[config.mk]
export PLATFORM = sky130hd
export DESIGN_NAME = sigma_delta_adc_scheduler
export DESIGN_NICKNAME = d
export VERILOG_FILES = /design/src/rtl/sigma_delta_adc_scheduler_pkg.sv /design/src/rtl/sigma_delta_adc_scheduler_arbiter.sv /design/src/rtl/sigma_delta_adc_scheduler.sv
export SDC_FILE = /design/constraint.sdc
export NUM_CORES = 1
export LEC_CHECK = 0
export ABC_AREA = 1
export CAP_MARGIN = 20
export CORE_MARGIN = 3
export CORE_UTILIZATION = 50
export DETAILED_ROUTE_END_ITERATION = 8
export PLACE_DENSITY = 0.78
export SYNTH_ARGS = -nofsm -noshare
export SYNTH_HDL_FRONTEND = slang
export SYNTH_HIERARCHICAL = 1
export SYNTH_SLANG_ARGS = --single-unit
[constraint.sdc]
create_clock -name clk -period 5.7 [get_ports clk]
set_input_delay 0.57 -clock clk [delete_from_list [all_inputs] [get_ports clk]]
set_output_delay 0.57 -clock clk [all_outputs]
set_load 0.01 [all_outputs]
[src/rtl/sigma_delta_adc_scheduler_pkg.sv]
// sigma_delta_pkg: shared state encoding and width helper for the ADC bank scheduler
package sigma_delta_pkg;

    typedef enum logic [1:0] {ST_IDLE, ST_RESET, ST_SETTLE, ST_RUN} sched_state_t;

    // Bits needed to index n items; never returns 0 so single-item widths stay legal
    function automatic int ch_w(input int n);
        return (n <= 1) ? 1 : $clog2(n);
    endfunction

endpackage

[src/rtl/sigma_delta_adc_scheduler_arbiter.sv]
// sigma_delta_rr_arbiter: combinational round-robin pick of the first request at or above ptr
//   req_i       : request vector
//   ptr_i       : search start index
//   gnt_valid_o : some request is set
//   gnt_idx_o   : index of the winning request
module sigma_delta_rr_arbiter import sigma_delta_pkg::*; #(
    parameter  int N = 4,
    localparam int W = ch_w(N)
) (
    input  logic [N-1:0] req_i,
    input  logic [W-1:0] ptr_i,
    output logic         gnt_valid_o,
    output logic [W-1:0] gnt_idx_o
);

    // Scan from the farthest offset down so the nearest request above ptr wins last
    always_comb begin
        gnt_valid_o = 1'b0;
        gnt_idx_o   = '0;
        for (int k = N - 1; k >= 0; k--) begin
            if (req_i[(int'(ptr_i) + k) % N]) begin
                gnt_valid_o = 1'b1;
                gnt_idx_o   = W'((int'(ptr_i) + k) % N);
            end
        end
    end

endmodule

[src/rtl/sigma_delta_adc_scheduler.sv]
// sigma_delta_adc_scheduler: sequences an ADC bank through reset/settle and merges samples onto one stream
//   clk, rst             : clock, async active-high reset
//   enable               : run level; low aborts to idle
//   adc_rst              : per-channel ADC reset
//   adc_output/adc_valid : packed channel samples and strobes
//   m_data/m_chan/m_valid/m_ready : tagged valid/ready output
//   overrun/overrun_clr  : sticky lost-sample flags and clear
//   running              : high in run state
module sigma_delta_adc_scheduler import sigma_delta_pkg::*; #(
    parameter  int NUM_CHANNELS    = 4,
    parameter  int ADC_BITLEN      = 24,
    parameter  int RST_CYCLES      = 8,
    parameter  int DISCARD_SAMPLES = 2,
    localparam int CH_W            = ch_w(NUM_CHANNELS)
) (
    input  logic                               clk,
    input  logic                               rst,
    input  logic                               enable,
    output logic [NUM_CHANNELS-1:0]            adc_rst,
    input  logic [NUM_CHANNELS*ADC_BITLEN-1:0] adc_output,
    input  logic [NUM_CHANNELS-1:0]            adc_valid,
    output logic [ADC_BITLEN-1:0]              m_data,
    output logic [CH_W-1:0]                    m_chan,
    output logic                               m_valid,
    input  logic                               m_ready,
    output logic [NUM_CHANNELS-1:0]            overrun,
    input  logic                               overrun_clr,
    output logic                               running
);

    localparam int RW = ch_w(RST_CYCLES + 1);
    localparam int DW = ch_w(DISCARD_SAMPLES + 1);

    sched_state_t            state_q;
    logic [RW-1:0]           rcnt_q;
    logic [DW-1:0]           dcnt_q [NUM_CHANNELS];
    logic [ADC_BITLEN-1:0]   hold_q [NUM_CHANNELS];
    logic [NUM_CHANNELS-1:0] pend_q, pend_d, ovr_d, cap, dinc, gnt_oh;
    logic [CH_W-1:0]         rr_q, gnt_idx;
    logic                    gnt_valid, load, settled;

    sigma_delta_rr_arbiter #(.N(NUM_CHANNELS)) u_arb (
        .req_i      (pend_q),
        .ptr_i      (rr_q),
        .gnt_valid_o(gnt_valid),
        .gnt_idx_o  (gnt_idx)
    );

    assign load   = !m_valid || m_ready;
    assign gnt_oh = (load && gnt_valid) ? (NUM_CHANNELS'(1) << gnt_idx) : '0;
    assign cap    = (state_q == ST_RUN && enable) ? adc_valid : '0;
    // A granted channel frees its slot this cycle, so a same-cycle strobe refills it without overrun
    assign pend_d = (pend_q & ~gnt_oh) | cap;
    assign ovr_d  = (overrun & ~{NUM_CHANNELS{overrun_clr}}) | (cap & pend_q & ~gnt_oh);

    // Settled looks at next-count so the run state starts right after the last discarded strobe
    always_comb begin
        settled = 1'b1;
        dinc    = '0;
        for (int c = 0; c < NUM_CHANNELS; c++) begin
            dinc[c] = adc_valid[c] && (dcnt_q[c] != DW'(DISCARD_SAMPLES));
            if (dcnt_q[c] + DW'(dinc[c]) != DW'(DISCARD_SAMPLES)) settled = 1'b0;
        end
    end

    always_ff @(posedge clk or posedge rst) begin
        if (rst) begin
            state_q <= ST_IDLE;
            rcnt_q  <= '0;
            adc_rst <= '1;
            pend_q  <= '0;
            rr_q    <= '0;
            m_valid <= 1'b0;
            m_data  <= '0;
            m_chan  <= '0;
            overrun <= '0;
            running <= 1'b0;
            for (int c = 0; c < NUM_CHANNELS; c++) begin
                dcnt_q[c] <= '0;
                hold_q[c] <= '0;
            end
        end else begin
            overrun <= ovr_d;
            if (!enable) begin
                state_q <= ST_IDLE;
                adc_rst <= '1;
                pend_q  <= '0;
                m_valid <= 1'b0;
                running <= 1'b0;
            end else begin
                pend_q <= pend_d;
                for (int c = 0; c < NUM_CHANNELS; c++)
                    if (cap[c]) hold_q[c] <= adc_output[c*ADC_BITLEN +: ADC_BITLEN];
                if (load) begin
                    m_valid <= gnt_valid;
                    if (gnt_valid) begin
                        m_data <= hold_q[gnt_idx];
                        m_chan <= gnt_idx;
                        rr_q   <= (gnt_idx == CH_W'(NUM_CHANNELS - 1)) ? '0 : gnt_idx + CH_W'(1);
                    end
                end
                case (state_q)
                    ST_IDLE: begin
                        state_q <= ST_RESET;
                        rcnt_q  <= RW'(RST_CYCLES);
                        for (int c = 0; c < NUM_CHANNELS; c++) dcnt_q[c] <= '0;
                    end
                    ST_RESET: begin
                        rcnt_q <= rcnt_q - RW'(1);
                        if (rcnt_q == RW'(1)) begin
                            adc_rst <= '0;
                            state_q <= (DISCARD_SAMPLES == 0) ? ST_RUN : ST_SETTLE;
                            running <= (DISCARD_SAMPLES == 0);
                        end
                    end
                    ST_SETTLE: begin
                        for (int c = 0; c < NUM_CHANNELS; c++)
                            if (dinc[c]) dcnt_q[c] <= dcnt_q[c] + DW'(1);
                        if (settled) begin
                            state_q <= ST_RUN;
                            running <= 1'b1;
                        end
                    end
                    default: ;
                endcase
            end
        end
    end

endmodule

==> impl_metrics.tcl <==
set metrics [dict create \
    hold_violations 0 \
    worstPathRequired_ps 6000 \
    cts_made_buffers 17 \
    max_freq_mhz 358 \
    worstPathCellList "clkdlybuf4s50_1, inv_1, nor2_4, inv_2, nand2_1, nand2_1" \
    antenna_found_initial 0 \
    yosysWarnings 6 \
    synth_edf_count 0 \
    gr-usage-all-layers_pct 22.7 \
    cts_tree "done" \
    antenna_cells 0 \
    dieArea_um2 15900 \
    final.min_clock_period_ps 2800 \
    clkTransAtPathRegs_ps 60 \
    overflow 0 \
    drive_gt1_share_pct 14.3 \
    grt_pass1_wl_um 28300 \
    postSynthCellCount 728 \
    vias 5533 \
    hold_buffers 0 \
    layout_commonest_cell "dfrtp_1" \
    rows 43 \
    setup_viol 0 \
    cts_setup_buffers 0 \
    synth_area_um2 7200 \
    hpwl_um 11800 \
    rsz0062_at_grt "false" \
    postSynthAreaPerCell_um2 9.89 \
    clk_path_buf_depth 2 \
    area_delta_synth_final_pct 29.2 \
    place_area_um2 8650 \
    skew_ps 9.69 \
    path_max_fanout 39 \
    drv_cap 0 \
    hold_path_class "reg2reg" \
    async_reset_ff_share_pct 100 \
    maxSlewHeadroom_pct 38.4 \
    design_area_um2 9310 \
    clock-sinks 149 \
    core_region_area_um2 14000 \
    routabilityCongestion 0.848 \
    multi_input_area_um2 3010 \
    drtPass1Iterations 5 \
    tightest_slew_ps 921 \
    ys_seq_area_share_pct 51.8 \
    syn-num-nets 851 \
    wl_per_cell_um 17.0 \
    start_kind "input port" \
    ys_ff_latch 149 \
    die_y_um 126 \
    worstPathArrival_ps 3100 \
    postCtsResizedCells 0 \
    drc 0 \
    portBuffers 140 \
    synth_cell_types 32 \
    hold_depth 2 \
    ir_worst_vdd_mv 0.403 \
    drtAntennaViolNets 0 \
    regArea_um2 3730 \
    drt-total-wl_um 17800 \
    synthFlopType "dfrtp_1" \
    worst_path_max_delay_cell "clkdlybuf4s50_1" \
    h-tree-depth 4 \
    num-fill-cells 1093 \
    crit_top_cell "nand2_1" \
    ios 141 \
    cellPowerDensity_nw_per_um2 524 \
    nets 978 \
    path_class "in2reg" \
    slew_violations 0 \
    ff2ff_setup_slack_ps 2950 \
    critical_path.max_stage_delay_ps 830 \
    finalCritPeriodShare_pct 49.1 \
    chipWidth_um 126 \
    start_util_pct 51.5 \
    fin_tns_setup_ps 0 \
    cts_root_buf "clkbuf_16" \
    r2r.worst_path.cells 13 \
    via_per_inst 5.28 \
    power.leakage_nw 4.47 \
    clock_latency_ps 420 \
    grt_pass1_vias 5417 \
    layout_common_cells "dfrtp_1, clkdlybuf4s50_1, nand2_1" \
    grt_max_degree 99 \
    status "finished, final reports clean" \
    drt_iter0_markers 445 \
    endpoint_kind "flip-flop" \
]
## sequential cells by signal, summed over array words and instances, names as in the netlist
signal	count
adc_rst	1
dcnt_q	8
hold_q	96
m_chan	2
m_data	24
m_valid	1
overrun	4
pend_q	4
rcnt_q	4
rr_q	2
running	1
state_q	2
## metal layers
layer | vias up | wire length [µm] | track usage (%)
li1 | 2649 | - | -
met1 | 2674 | 8230 | 32.0
met2 | 181 | 8230 | 34.8
met3 | 29 | 1000 | 5.56
met4 | 0 | 381 | 7.51
met5 | - | 0 | 0
## path summary, 6_finish.rpt
check                                  startpoint                endpoint
setup reg to reg              rr_q[0]$_DFFE_PP0P_  m_data[10]$_DFFE_PP0P_
hold / removal             m_data[17]$_DFFE_PP0P_  m_data[17]$_DFFE_PP0P_
max in group asynchronous                     rst  hold_q[78]$_DFFE_PP0P_
hold reg to reg            m_data[17]$_DFFE_PP0P_  m_data[17]$_DFFE_PP0P_
min in group asynchronous                     rst   rcnt_q[1]$_DFFE_PP0P_
setup / recovery                           enable  m_data[12]$_DFFE_PP0P_
## synth_stat cells, types with 2 or more instances
| cell | count | area, µm² |
|---|---|---|
| buf_4 | 7 | 52.6 |
| mux2_2 | 19 | 214 |
| inv_2 | 3 | 11.3 |
| buf_6 | 7 | 78.8 |
| nand3_4 | 3 | 52.6 |
| nand2_2 | 4 | 25.0 |
| ha_1 | 18 | 225 |
| dfrtp_1 | 148 | 3700 |
| mux2_4 | 52 | 781 |
| a21oi_1 | 39 | 195 |
| nor2_1 | 87 | 327 |
| clkbuf_1 | 13 | 48.8 |
| xor2_1 | 2 | 17.5 |
| nand2_1 | 127 | 477 |
| buf_2 | 9 | 45.0 |
| o21ai_0 | 70 | 350 |
| inv_1 | 65 | 244 |
| nand3_1 | 14 | 70.1 |
| o22ai_1 | 18 | 113 |
| a31oi_1 | 11 | 68.8 |
## cell families (layout without fill, tap and decap cells)
group	Yosys count	count (layout)	synth area share (%)
simple gates	239	239	13.6
xor+xnor	2	2	0.243
compound gates	144	144	10.7
fa+ha+maj	18	18	3.13
buf+inv	105	244	6.74
flops	149	149	51.8
mux	71	71	13.8
## power by group
| group | leakage, nW | total, mW | internal (mW) | switching [mW] |
|---|---|---|---|---|
| clock network | 0.298 | 1.15 | 0.729 | 0.422 |
| logic | 2.34 | 2.01 | 0.893 | 1.11 |
| registers | 1.84 | 1.72 | 1.48 | 0.245 |
## critical path, delay by kind of cell
| kind | cells | cell delay (ps) |
|---|---|---|
| buffers and inverters | 3 | 1490 |
| AND/OR/NAND/NOR | 3 | 1020 |
## through the flow
stage	hold WS [ps]	setup WS, ps	total power [mW]	instances	utilization, %
finish	479	2900	4.88	1047	66.5
global route	515	2670	5.21	1047	66.5
CTS	481	2510	4.85	1045	66.2
detailed placement	465	2540	3.66	1014	61.8
global placement	462	2560	3.59	1014	61.8
floorplan	474	1120	3.03	728	-
## final cells by class
type / instances / area share [%]
Sequential cell: 149 / 40.1
Clock inverter: 9 / 1.34
Timing Repair Buffer: 144 / 15.7
Tap cell: 180 / 2.42
Multi-Input combinational cell: 474 / 32.4
Clock buffer: 22 / 5.20
Inverter: 69 / 2.85
Note: power is estimated with default switching activity, not from simulation.
